File: config.mk
export PLATFORM = sky130hd
export DESIGN_NAME = vedic_mac_accumulator
export DESIGN_NICKNAME = d
export VERILOG_FILES = /design/src/rtl/vedic_mac_accumulator_pkg.sv /design/src/rtl/vedicMulti4x4.sv /design/src/rtl/vedic_mac_accumulator.sv
export SDC_FILE = /design/constraint.sdc
export NUM_CORES = 1
export LEC_CHECK = 0
export CAP_MARGIN = 20
export CORE_MARGIN = 2
export CORE_UTILIZATION = 45
export CTS_CLUSTER_SIZE = 12
export DETAILED_ROUTE_END_ITERATION = 6
export DONT_BUFFER_PORTS = 1
export RECOVER_POWER = 100
export SYNTH_ARGS = -nofsm -noshare
export SYNTH_HDL_FRONTEND = slang
export SYNTH_SLANG_ARGS = --single-unit
File: constraint.sdc
create_clock -name clk -period 5.84 [get_ports clk]
set_input_delay 1.752 -clock clk [delete_from_list [all_inputs] [get_ports clk]]
set_output_delay 1.752 -clock clk [all_outputs]
set_load 0.02 [all_outputs]
File: src/rtl/vedic_mac_accumulator_pkg.sv
// Shared definitions for the Vedic multiply-accumulate frame engine:
// FSM state encodings and default datapath widths.
package vedic_mac_accumulator_pkg;

  typedef enum logic [1:0] {
    ST_ACC   = 2'd0,
    ST_FLUSH = 2'd1,
    ST_DONE  = 2'd2
  } state_e;

  localparam int ACC_W_DEF = 16;
  localparam int CNT_W_DEF = 8;

endpackage

File: src/rtl/vedicMulti4x4.sv
// 4x4 unsigned Vedic (Urdhva Tiryagbhyam) multiplier built from four 2x2
// vertical-and-crosswise partial products; purely combinational.
module vedicMulti4x4 (
  input  logic [3:0] a,
  input  logic [3:0] b,
  output logic [7:0] y
);

  function automatic logic [3:0] mul2(input logic [1:0] x, input logic [1:0] z);
    logic t1, t2, c1, t3;
    logic [3:0] p;
    p[0] = x[0] & z[0];
    t1   = x[1] & z[0];
    t2   = x[0] & z[1];
    p[1] = t1 ^ t2;
    c1   = t1 & t2;
    t3   = x[1] & z[1];
    p[2] = t3 ^ c1;
    p[3] = t3 & c1;
    return p;
  endfunction

  logic [3:0] q0, q1, q2, q3;

  assign q0 = mul2(a[1:0], b[1:0]);
  assign q1 = mul2(a[3:2], b[1:0]);
  assign q2 = mul2(a[1:0], b[3:2]);
  assign q3 = mul2(a[3:2], b[3:2]);

  // Cross terms carry weight 4, the high term weight 16.
  assign y = {4'b0000, q0} + {2'b00, q1, 2'b00} + {2'b00, q2, 2'b00} + {q3, 4'b0000};

endmodule

File: src/rtl/vedic_mac_accumulator.sv
// Frame-based multiply-accumulate: multiplies 4-bit operand pairs with a Vedic
// multiplier and sums products until in_last, then offers sum/count/overflow.
module vedic_mac_accumulator
  import vedic_mac_accumulator_pkg::*;
#(
  parameter int ACC_W = ACC_W_DEF,
  parameter int CNT_W = CNT_W_DEF
) (
  input  logic             clk,
  input  logic             rst_n,
  input  logic             in_valid,
  output logic             in_ready,
  input  logic [3:0]       in_a,
  input  logic [3:0]       in_b,
  input  logic             in_last,
  output logic             out_valid,
  input  logic             out_ready,
  output logic [ACC_W-1:0] out_sum,
  output logic [CNT_W-1:0] out_count,
  output logic             out_ovf
);

  function automatic logic [CNT_W-1:0] sat_inc(input logic [CNT_W-1:0] v);
    return (&v) ? v : v + CNT_W'(1);
  endfunction

  state_e           state, state_nxt;
  logic             accept;
  logic [3:0]       a_p1, b_p1;
  logic             vld_p1;
  logic [7:0]       prod_p1;
  logic [ACC_W:0]   sum_ext_p1;
  logic [ACC_W-1:0] acc_p2;
  logic [CNT_W-1:0] cnt_p2;
  logic             ovf_p2;

  assign in_ready  = (state == ST_ACC);
  assign out_valid = (state == ST_DONE);
  assign accept    = in_valid && in_ready;

  always_ff @(posedge clk or negedge rst_n) begin
    if (!rst_n) state <= ST_ACC;
    else        state <= state_nxt;
  end

  always_comb begin
    state_nxt = state;
    case (state)
      ST_ACC:   if (accept && in_last) state_nxt = ST_FLUSH;
      ST_FLUSH: state_nxt = ST_DONE;
      ST_DONE:  if (out_ready) state_nxt = ST_ACC;
      default:  state_nxt = ST_ACC;
    endcase
  end

  // Stage 1: capture accepted operands
  always_ff @(posedge clk or negedge rst_n) begin
    if (!rst_n) vld_p1 <= 1'b0;
    else        vld_p1 <= accept;
  end

  always_ff @(posedge clk) begin
    if (accept) begin
      a_p1 <= in_a;
      b_p1 <= in_b;
    end
  end

  vedicMulti4x4 u_mult (
    .a (a_p1),
    .b (b_p1),
    .y (prod_p1)
  );

  assign sum_ext_p1 = {1'b0, acc_p2} + {{(ACC_W - 7){1'b0}}, prod_p1};

  // Stage 2: accumulate; the handoff edge clears state for the next frame
  always_ff @(posedge clk or negedge rst_n) begin
    if (!rst_n) begin
      acc_p2 <= '0;
      cnt_p2 <= '0;
      ovf_p2 <= 1'b0;
    end else if (out_valid && out_ready) begin
      acc_p2 <= '0;
      cnt_p2 <= '0;
      ovf_p2 <= 1'b0;
    end else if (vld_p1) begin
      acc_p2 <= sum_ext_p1[ACC_W-1:0];
      cnt_p2 <= sat_inc(cnt_p2);
      ovf_p2 <= ovf_p2 | sum_ext_p1[ACC_W];
    end
  end

  assign out_sum   = acc_p2;
  assign out_count = cnt_p2;
  assign out_ovf   = ovf_p2;

endmodule

==> insert_results.sql <==
INSERT INTO impl_metrics (metric_group, metric, value, unit) VALUES
('status', 'outcome', 'complete, no violations', ''),
('clocking', 'post_cts_hold_buffer_count', '0', ''),
('min_path', 'hold_path_startpoint', 'state[1]', ''),
('routing', 'antenna_violating_nets_post_route', '0', ''),
('synth', 'ys.warnings.count', '0', ''),
('clocking', 'cts_num_sinks', '36', ''),
('min_path', 'whs_path_depth', '1', ''),
('routing', 'met2_wirelength', '2310', 'um'),
('power', 'peakVddDrop', '0.167', 'mV'),
('floorplanning', 'floorplan.die_area', '5990', 'um2'),
('cells_and_area', 'finish.net_count', '285', ''),
('sta', 'report.final.slew_viol_count', '0', ''),
('sta', 'timing.final.setup_violations', '0', ''),
('worst_setup_path', 'cpPeakStageDelay', '610', 'ps'),
('worst_setup_path', 'worstPathCellList', 'and2_0 -> ha_1 -> ha_1 -> ha_1 -> inv_1 -> fa_1 -> xor2_1 -> fa_1 -> inv_1 -> ha_1 -> a21o_1 -> a21oi_1 -> xnor2_1 -> ha_1 -> a21o_2 -> a221oi_1 -> and2_0 -> or3_1 -> a21oi_1', ''),
('synth', 'area_share_of_the_largest_cell_type_after_synthesis', '28.9', '%'),
('cells_and_area', 'final.fill_count', '504', ''),
('cells_and_area', 'fin_cells', '312', ''),
('worst_setup_path', 'worst_path_max_delay_cell', 'fa_1', ''),
('placed_design', 'dpl.hpwl', '3640', 'um'),
('synth', 'syn_area_per_cell', '10.1', 'um2'),
('global_route', 'grt_max_degree', '29', ''),
('synth', 'yosys-top-cells-count', 'dfrtp_1, ha_1, inv_1, and2_1, nand2_1', ''),
('routing', 'route.detailed.drc', '0', ''),
('synth', 'synthDominantAreaCellType', 'dfrtp_1', ''),
('global_route', 'grt_pass1_wl', '7830', 'um'),
('placed_design', 'gp_routability_congestion', '0.825', ''),
('routing', 'detail_route.first_pass.iterations', '4', ''),
('clocking', 'cts_root_buffer', 'clkbuf_8', ''),
('synth', 'synth_ff_type', 'dfrtp_1', ''),
('synth', 'synth-async-reset-ratio', '77.8', '%'),
('clocking', 'worst_skew_pair.late_latency', '280', 'ps'),
('synth', 'synth.area.top_cells', 'dfrtp_1, ha_1, edfxtp_1', ''),
('clocking', 'buffers_inserted_during_post_cts_setup_optimization', '0', ''),
('routing', 'post_drt_via_cell_ratio', '5.38', ''),
('clocking', 'cts_tree', 'yes', ''),
('floorplanning', 'die-width', '77.4', 'um'),
('clocking', 'clockBufferDepth', '2', ''),
('global_route', 'antenna_found_initial', '0', ''),
('cells_and_area', 'area_growth', '5.32', '%'),
('sta', 'clock-skew-final', '4.72', 'ps'),
('routing', 'detail_route.wl_per_cell', '15.0', 'um'),
('clocking', 'htreeDepth', '2', ''),
('worst_setup_path', 'source_of_the_critical_timing_path', 'a_p1[1]', ''),
('floorplanning', 'floorplan.initialDensity', '47.1', '%'),
('worst_setup_path', 'timing.reg2reg.worst_path_depth', '19', ''),
('clocking', 'post_cts.resized_instances', '0', ''),
('floorplanning', 'placementRows', '26', ''),
('synth', 'synth-seq-cells', '36', ''),
('worst_setup_path', 'r2r_start', 'a_p1[1]', ''),
('global_route', 'grt_pass1_vias', '1682', ''),
('worst_setup_path', 'critical_path.startpoint_type', 'flip-flop', ''),
('power', 'power_density', '382', 'nW/um2'),
('sta', 'worstMarginPinSlew', '1040', 'ps'),
('sta', 'slew_headroom', '30.4', '%'),
('worst_setup_path', 'worstSetupEndpointType', 'flip-flop', ''),
('synth', 'synth.cell_area', '2420', 'um2'),
('worst_setup_path', 'timing.critical_path.mode_cell', 'ha_1', ''),
('synth', 'synth_edf_count', '8', ''),
('clocking', 'cts_inserted_buffers', '5', ''),
('worst_setup_path', 'path_class', 'flip-flop to flip-flop', ''),
('sta', 'grt_setup_unrepaired', 'no', ''),
('global_route', 'global_route.overflow_total', '0', ''),
('cells_and_area', 'finalInstanceArea', '2550', 'um2'),
('cells_and_area', 'diodes', '0', ''),
('routing', 'routed.top_layer', 'met4', ''),
('worst_setup_path', 'cp.required', '5960', 'ps'),
('cells_and_area', 'final_util', '49.6', '%'),
('routing', 'met3_wirelength_from_detailed_routing', '182', 'um'),
('synth', 'synth_fp_nets', '283', ''),
('routing', 'via_count', '1678', '');
==> placed cells by master, fill, tap and decap left out, types with 2 or more instances in the layout <==
master    instances
clkbuf_8          5
a21o_1            5
and3_1            2
mux2i_1           4
a41oi_1           2
nand4_1           4
and2_1           15
nand2_1          16
a21oi_1          14
nand3_1           8
o211a_1           2
nor3_1            2
inv_1            19
xor2_1            5
xnor2_1          12
o21ai_0           7
nor2b_1           3
or3_1             2
nor2_1           14
dfrtp_1          28
a31oi_1           3
edfxtp_1          8
clkinv_2          2
ha_1             26
and2_0            4
o22ai_1           3
nand2b_1          2
fa_1              5
==> stage by stage <==
step           worst slack, ps  hold WS (ps)
6_report                   931           545
5_1_grt                    523           575
4_1_cts                   1090           546
3_5_place_dp              1090           527
3_3_place_gp              1190           524
2_1_floorplan             1470           514
==> area by class of cell <==
type                            count  area, um2  area share (%)
Clock buffer                        5       68.8            2.70
Sequential cell                    36        941            36.9
Clock inverter                      3       18.8           0.736
Inverter                           20       75.1            2.94
Tap cell                           70       87.6            3.43
Multi-Input combinational cell    178       1360            53.3
==> per-layer routing <==
metal	track usage (%)	vias to the layer above
met5	0	-
met4	4.82	0
met3	4.07	5
met2	27.7	20
met1	21.5	809
li1	-	844
==> worst max-delay path, delay by kind of cell, from the launching register on <==
family	cells	cell delay [ps]
AOI/OAI and AO/OA	5	1050
adders and majority gates	7	2220
DFF	1	430
and+or+nand+nor	3	570
buffers and inverters	2	110
xor gates and xnor gates	2	350
==> path summary, 6_finish.rpt <==
path	to	slack, ps
worst max-delay path	out_sum[15]	930
worst min-delay path	state[1]	550
worst max register to register	out_sum[15]	930
worst min register to register	state[1]	550
max in group asynchronous	out_sum[4]	4610
min in group asynchronous	out_ovf	1150
==> state kept, by name (all words and copies together), names as in the netlist <==
register and count:
out_sum 16, out_count 8, a_p1 4, b_p1 4
state 2, out_ovf 1, vld_p1 1
==> where the power goes <==
group / total, mW / internal (mW) / switching (mW) / leakage (nW)
sequential: 0.425 / 0.308 / 0.117 / 0.448
clock: 0.172 / 0.0830 / 0.0890 / 0.0479
combinational: 0.376 / 0.173 / 0.204 / 0.715
==> logic make-up after synthesis <==
group / Yosys count / share of synthesized area [%]
AO/OA/AOI/OAI: 46 / 13.5
XOR/XNOR: 17 / 6.15
adder cells (fa/ha/maj): 31 / 17.6
buffers and inverters: 25 / 4.13
flip-flops: 36 / 38.8
multiplexers: 5 / 2.12
AND/OR/NAND/NOR: 79 / 17.7
Power figures use the tool's default switching activity.
